===== src/rtl/fetch_pkg.sv =====
// Shared types and constants for the instruction fetch front-end.
// Consumers: fetch_fifo, fetch_queue.
package fetch_pkg;

   localparam int unsigned ADDR_W = 32;
   localparam int unsigned INST_W = 26;
   localparam logic [ADDR_W-1:0] RESET_PC = '0;
   localparam logic [ADDR_W-1:0] PC_STEP = ADDR_W'(1);

   typedef struct packed {
      logic [INST_W-1:0] inst;
      logic [ADDR_W-1:0] pc;
   } fetch_entry_t;

   typedef enum logic {
      RUN,
      FULL
   } fq_state_t;

endpackage


===== src/rtl/fetch_fifo.sv =====
// Prefetch FIFO of {inst, pc} entries; flush beats push and pop.
// The head reads as zero while the FIFO is empty.
module fetch_fifo
   import fetch_pkg::*;
#(
   parameter int unsigned DEPTH = 4
) (
   input  logic                     clk,
   input  logic                     rst,
   input  logic                     push,
   input  logic                     pop,
   input  logic                     flush,
   input  fetch_entry_t             wdata,
   output fetch_entry_t             head,
   output logic [$clog2(DEPTH):0]   count
);

   localparam int unsigned AW = $clog2(DEPTH);
   localparam int unsigned CW = AW + 1;

   fetch_entry_t  mem [DEPTH];
   logic [AW-1:0] rd_ptr;
   logic [AW-1:0] wr_ptr;

   always_ff @(posedge clk) begin
      if (rst || flush) begin
         rd_ptr <= '0;
         wr_ptr <= '0;
         count  <= '0;
      end else begin
         if (push) wr_ptr <= wr_ptr + AW'(1);
         if (pop) rd_ptr <= rd_ptr + AW'(1);
         count <= count + CW'(push) - CW'(pop);
      end
   end

   always_ff @(posedge clk) begin
      if (!rst && !flush && push) mem[wr_ptr] <= wdata;
   end

   // The issue throttle reserves a slot for every in-flight read.
   always_ff @(posedge clk) begin
      if (!rst && !flush && push) assert (count < CW'(DEPTH));
   end

   assign head = (count == '0) ? '0 : mem[rd_ptr];

endmodule


===== src/rtl/fetch_queue.sv =====
// Fetch front-end: PC register, synchronous ROM driver and prefetch buffer.
// Define FETCH_STATS_EN to add the stat_fetched / stat_flushed counters.
module fetch_queue
   import fetch_pkg::*;
#(
   parameter int unsigned DEPTH = 4
) (
   input  logic              clk,
   input  logic              rst,
   input  logic              redirect_valid,
   input  logic [ADDR_W-1:0] redirect_pc,
   output logic [ADDR_W-1:0] rom_addr,
   input  logic [INST_W-1:0] rom_q,
   output logic              out_valid,
   input  logic              out_ready,
   output logic [INST_W-1:0] out_inst,
   output logic [ADDR_W-1:0] out_pc
`ifdef FETCH_STATS_EN
   ,
   output logic [31:0]       stat_fetched,
   output logic [31:0]       stat_flushed
`endif
);

   localparam int unsigned CW = $clog2(DEPTH) + 1;

   logic [ADDR_W-1:0] pc;
   logic [ADDR_W-1:0] pend_pc;
   logic              pending;
   fq_state_t         state;
   logic [CW-1:0]     count;
   logic [CW-1:0]     occ;
   logic [CW-1:0]     occ_next;
   logic              issue;
   logic              push;
   logic              pop;
   fetch_entry_t      wdata;
   fetch_entry_t      head;

   // state == RUN exactly when count + pending < DEPTH.
   assign occ      = count + CW'(pending);
   assign issue    = !rst && !redirect_valid && (state == RUN);
   assign push     = pending && !redirect_valid;
   assign pop      = out_valid && out_ready && !redirect_valid;
   assign occ_next = count + CW'(push) - CW'(pop) + CW'(issue);

   assign wdata    = '{inst: rom_q, pc: pend_pc};
   assign rom_addr = pc;

   fetch_fifo #(
      .DEPTH (DEPTH)
   ) u_fifo (
      .clk   (clk),
      .rst   (rst),
      .push  (push),
      .pop   (pop),
      .flush (redirect_valid),
      .wdata (wdata),
      .head  (head),
      .count (count)
   );

   assign out_valid = (count != '0);
   assign out_inst  = head.inst;
   assign out_pc    = head.pc;

   always_ff @(posedge clk) begin
      if (rst) begin
         pc      <= RESET_PC;
         pend_pc <= '0;
         pending <= 1'b0;
         state   <= RUN;
      end else if (redirect_valid) begin
         pc      <= redirect_pc;
         pending <= 1'b0;
         state   <= RUN;
      end else begin
         pending <= issue;
         if (issue) begin
            pend_pc <= pc;
            pc      <= pc + PC_STEP;
         end
         state <= (occ_next == CW'(DEPTH)) ? FULL : RUN;
      end
   end

   always_ff @(posedge clk) begin
      if (!rst) begin
         assert (occ <= CW'(DEPTH));
         assert ((state == RUN) == (occ < CW'(DEPTH)));
      end
   end

`ifdef FETCH_STATS_EN
   logic [32:0] flushed_sum;

   assign flushed_sum = {1'b0, stat_flushed} + 33'(occ);

   always_ff @(posedge clk) begin
      if (rst) begin
         stat_fetched <= '0;
         stat_flushed <= '0;
      end else begin
         if (push && (stat_fetched != '1)) stat_fetched <= stat_fetched + 32'd1;
         if (redirect_valid) stat_flushed <= flushed_sum[32] ? '1 : flushed_sum[31:0];
      end
   end
`endif

endmodule


===== config.mk =====
export PLATFORM = sky130hd
export DESIGN_NAME = fetch_queue
export DESIGN_NICKNAME = d
export VERILOG_FILES = /design/src/rtl/fetch_pkg.sv /design/src/rtl/fetch_fifo.sv /design/src/rtl/fetch_queue.sv
export SDC_FILE = /design/constraint.sdc
export NUM_CORES = 1
export LEC_CHECK = 0
export ABC_AREA = 1
export BUFFER_PORTS_ARGS = -buffer_cell sky130_fd_sc_hd__buf_2
export CAP_MARGIN = 20
export CORE_ASPECT_RATIO = 0.8
export CORE_UTILIZATION = 45
export DETAILED_ROUTE_END_ITERATION = 8
export PLACE_DENSITY = 0.67
export SLEW_MARGIN = 10
export SYNTH_ARGS = -nofsm -noshare
export SYNTH_HDL_FRONTEND = slang
export SYNTH_SLANG_ARGS = --single-unit

===== constraint.sdc =====
create_clock -name clk -period 4.1 [get_ports clk]
set_clock_uncertainty 0.05 [all_clocks]
set_input_delay 0.41 -clock clk [delete_from_list [all_inputs] [get_ports clk]]
set_output_delay 0.41 -clock clk [all_outputs]
set_load 0.02 [all_outputs]

==> metrics.txt <==
# TYPE chip_impl_metric gauge
chip_impl_info{name="status",value="completed"} 1
chip_impl_metric{name="final_cells",unit=""} 1786
chip_impl_metric{name="post_synth.cell_area_avg",unit="sq um"} 10.2
chip_impl_metric{name="pin_count",unit=""} 153
chip_impl_metric{name="post_route_hold_slack",unit="ps"} 20.3
chip_impl_metric{name="grt_pass1_vias",unit=""} 8541
chip_impl_metric{name="post_synth_inst_count",unit=""} 1253
chip_impl_metric{name="cp_data_required_time",unit="ps"} 3640
chip_impl_metric{name="slew_headroom",unit="%"} 39.3
chip_impl_info{name="synth_top_area_cell",value="edfxtp_1"} 1
chip_impl_metric{name="fin_setup_tns",unit="ps"} 0
chip_impl_info{name="r2r_endpoint",value="state"} 1
chip_impl_metric{name="post_synth_num_cell_types",unit=""} 38
chip_impl_metric{name="maxCapViolCount",unit=""} 0
chip_impl_metric{name="cts_bufs_inserted",unit=""} 30
chip_impl_metric{name="worst-endpoint-arrival",unit="ps"} 2710
chip_impl_info{name="setup_repair_after_global_routing_missed_its_margin",value="no"} 1
chip_impl_metric{name="grt_total_ovfl",unit=""} 0
chip_impl_metric{name="detailroute.via_count",unit=""} 9237
chip_impl_metric{name="fp.dieW",unit="um"} 191
chip_impl_info{name="criticalPathCategory",value="reg2out"} 1
chip_impl_metric{name="fp-row-count",unit=""} 54
chip_impl_metric{name="post-route-min-period",unit="ps"} 3170
chip_impl_metric{name="synth_edf_count",unit=""} 232
chip_impl_metric{name="finalWeightedCongestion",unit=""} 0.883
chip_impl_metric{name="design.final.nets",unit=""} 1470
chip_impl_metric{name="number_of_hold_violations_in_the_final_report",unit=""} 0
chip_impl_metric{name="peakVddDrop",unit="mV"} 0.343
chip_impl_metric{name="postRouteAntennaNets",unit=""} 0
chip_impl_metric{name="worst-r2r-cell-count",unit=""} 12
chip_impl_metric{name="drt-initial-drc-count",unit=""} 767
chip_impl_info{name="netlist_top_cells_count",value="nor2_1 (298), edfxtp_1 (232), nand2_1 (139), o21ai_0 (130), inv_1 (82)"} 1
chip_impl_metric{name="floorplan.core_area",unit="sq um"} 27600
chip_impl_metric{name="synth_top_area_share",unit="%"} 54.4
chip_impl_metric{name="clk_pin_slew_worst_paths",unit="ps"} 70
chip_impl_info{name="timing.hold.worst.class",value="in2reg"} 1
chip_impl_metric{name="finalSetupViolations",unit=""} 0
chip_impl_metric{name="multi_input_comb_area",unit="sq um"} 3730
chip_impl_info{name="cts_root_buf",value="clkbuf_16"} 1
chip_impl_metric{name="total_power_divided_by_cell_area",unit="nW/um^2"} 446
chip_impl_info{name="worstSetupEndpointType",value="output port"} 1
chip_impl_metric{name="power",unit="uW"} 6720
chip_impl_metric{name="pin_count_of_the_biggest_net_entering_global_routing",unit=""} 77
chip_impl_metric{name="reg2reg_setup_slack",unit="ps"} 1680
chip_impl_metric{name="port_buffers",unit=""} 152
chip_impl_metric{name="grt_pass1_wl",unit="um"} 46300
chip_impl_metric{name="critPathMaxFanout",unit=""} 76
chip_impl_metric{name="post_synth_instance_area",unit="sq um"} 12800
chip_impl_info{name="crit_path_to",value="out_inst[1]"} 1
chip_impl_metric{name="layout.core_utilization",unit="%"} 54.5
chip_impl_metric{name="finalMaxSlewViolations",unit=""} 0
chip_impl_metric{name="diodes",unit=""} 0
chip_impl_metric{name="die_h",unit="um"} 153
chip_impl_metric{name="layout-drive-gt1-share",unit="%"} 17.0
chip_impl_metric{name="worst_skew_pair.late_latency",unit="ps"} 560
chip_impl_metric{name="final_min_period_over_clock_period",unit="%"} 77.3
chip_impl_metric{name="transition_at_the_pin_with_the_smallest_max_transition_slack",unit="ps"} 910
chip_impl_info{name="ys_top_cells_by_area",value="edfxtp_1 (54%), dfxtp_1 (12%), nor2_1 (8.7%)"} 1
chip_impl_metric{name="ys_ff_latch",unit=""} 307
chip_impl_metric{name="dpl.cell_count",unit=""} 1715
chip_impl_metric{name="cts.sinks",unit=""} 307
chip_impl_metric{name="detail_placement_hpwl",unit="um"} 17900
chip_impl_metric{name="areaGrowthSynthToFinish",unit="%"} 17.6
chip_impl_metric{name="fill_cells",unit=""} 2465
chip_impl_metric{name="route.detailed.wl_per_inst",unit="um"} 16.6
chip_impl_metric{name="antenna_found_initial",unit=""} 0
chip_impl_metric{name="ctsHtreeMaxLevel",unit=""} 1
chip_impl_metric{name="ff_latch_area",unit="sq um"} 8470
chip_impl_metric{name="sequential_share_of_the_synthesized_area",unit="%"} 66.2
chip_impl_metric{name="fmax",unit="MHz"} 316
chip_impl_metric{name="via_per_instance_ratio",unit=""} 5.17
chip_impl_metric{name="drt_first_pass_iters",unit=""} 5
chip_impl_info{name="cp-start-kind",value="register"} 1
chip_impl_metric{name="async_set_or_reset_flop_fraction_in_the_synthesized_netlist",unit="%"} 0
chip_impl_metric{name="floorplan.die_area",unit="sq um"} 29100
chip_impl_info{name="crit-reg2reg-launch",value="u_fifo.count[1]"} 1
chip_impl_metric{name="route.final.wire_length",unit="um"} 29600
chip_impl_info{name="synth_top_flop_cell",value="edfxtp_1"} 1
chip_impl_metric{name="power_leakage",unit="uW"} 0.00599
chip_impl_metric{name="max-clock-path-buffers",unit=""} 3
chip_impl_metric{name="synth_nets",unit=""} 1325
chip_impl_metric{name="grt_util_all_layers",unit="%"} 20.1
chip_impl_metric{name="initial_utilization",unit="%"} 46.3
chip_impl_metric{name="drc_errors",unit=""} 0
chip_impl_metric{name="ys.warnings.count",unit=""} 0
chip_impl_info{name="cts_tree",value="built"} 1
chip_impl_info{name="synthMostInstantiatedCell",value="nor2_1"} 1
## worst min-delay path by stage
| stage | slack, ps | endpoint | from | cells past startpoint |
|---|---|---|---|---|
| 6_report | 20 | u_fifo.mem[3][55] | rom_q[23] | 1 |
| 5_1_grt | 9 | u_fifo.mem[3][55] | rom_q[23] | 1 |
| 4_1_cts | 0.5 | u_fifo.mem[3][57] | rom_q[25] | 1 |
| 3_5_place_dp | 440 | register | u_fifo.rd_ptr[1] | 2 |
| 3_3_place_gp | 430 | register | u_fifo.rd_ptr[1] | 2 |
| 2_1_floorplan | 390 | register | u_fifo.rd_ptr[1] | 2 |
## worst max-delay path: stages (launching register included)
cell     delay (ps)
dfxtp_4         630
buf_4           740
nor2_1          110
nor2_1          110
o21ai_0          90
a21oi_1         220
buf_2           200
## per-layer routing
layer	vias up	GRT usage, %	share of wire (%)
met5	-	0	0
met4	0	3.54	1.4
met3	37	2.80	5.9
met2	283	31.4	44
met1	4354	30.1	48
li1	4563	-	-
## area by class of cell
cell class	instances	share of cell area (%)
multi-input cells	794	24.8
clock buffers	35	5.11
clock inverters	21	2.00
flip-flops and latches	307	56.3
inverters	85	2.12
well taps	364	3.02
repair buffers	180	6.70
## layout by cell type (no fill, tap or decap), types with 2 or more instances in the layout
cell type,n
nor2_1,294
nand2_1,139
buf_4,13
o211ai_1,2
inv_6,3
dlygate4sd3_1,15
inv_1,81
inv_2,4
a22oi_1,19
nand4_1,9
o31ai_1,2
bufinv_16,6
o21ai_1,6
edfxtp_1,232
clkbuf_1,5
clkinv_2,7
nor2_2,4
nand2_4,2
nor3_1,4
o22ai_1,2
clkbuf_16,30
a31o_2,4
buf_2,152
a21oi_1,74
nand3_1,64
dfxtp_1,73
ha_1,9
nor2_4,7
a31oi_1,7
o21ai_0,130
xor2_1,5
## flip-flops by register name, indices dropped and copies added (netlist names), named ones only
name and count:
state 1, rom_addr 32, u_fifo.count 3, pending 1, pend_pc 32, u_fifo.mem 232, u_fifo.wr_ptr 2, u_fifo.rd_ptr 2
## metrics by stage
stage | setup WS, ps | cell area, sq um
floorplan | 101 | 12800
global placement | 1270 | 13800
detailed placement | 1260 | 13800
CTS | 897 | 15100
global route | 631 | 15100
finish | 933 | 15100
## cell families after synthesis
family | after synthesis | share of synthesized area, %
XOR/XNOR | 6 | 0.411
AO/OA/AOI/OAI | 249 | 10.5
adder cells (fa/ha/maj) | 10 | 1.04
buffers and inverters | 152 | 4.97
flip-flops | 307 | 66.2
AND/OR/NAND/NOR | 529 | 17.0
## power by group
group,internal (uW),switching [uW]
Clock,1750,1190
Sequential,3390,66.3
Combinational,112,213
Total,5250,1470
## repair_timing
| action | in CTS | in global routing |
|---|---|---|
| gates resized for setup | 0 | 0 |
| hold buffers | 15 | 0 |
| buffers inserted | 0 | 0 |
| endpoints found under the hold margin | 60 | 0 |
No activity file was read; power rests on OpenSTA's default activity.
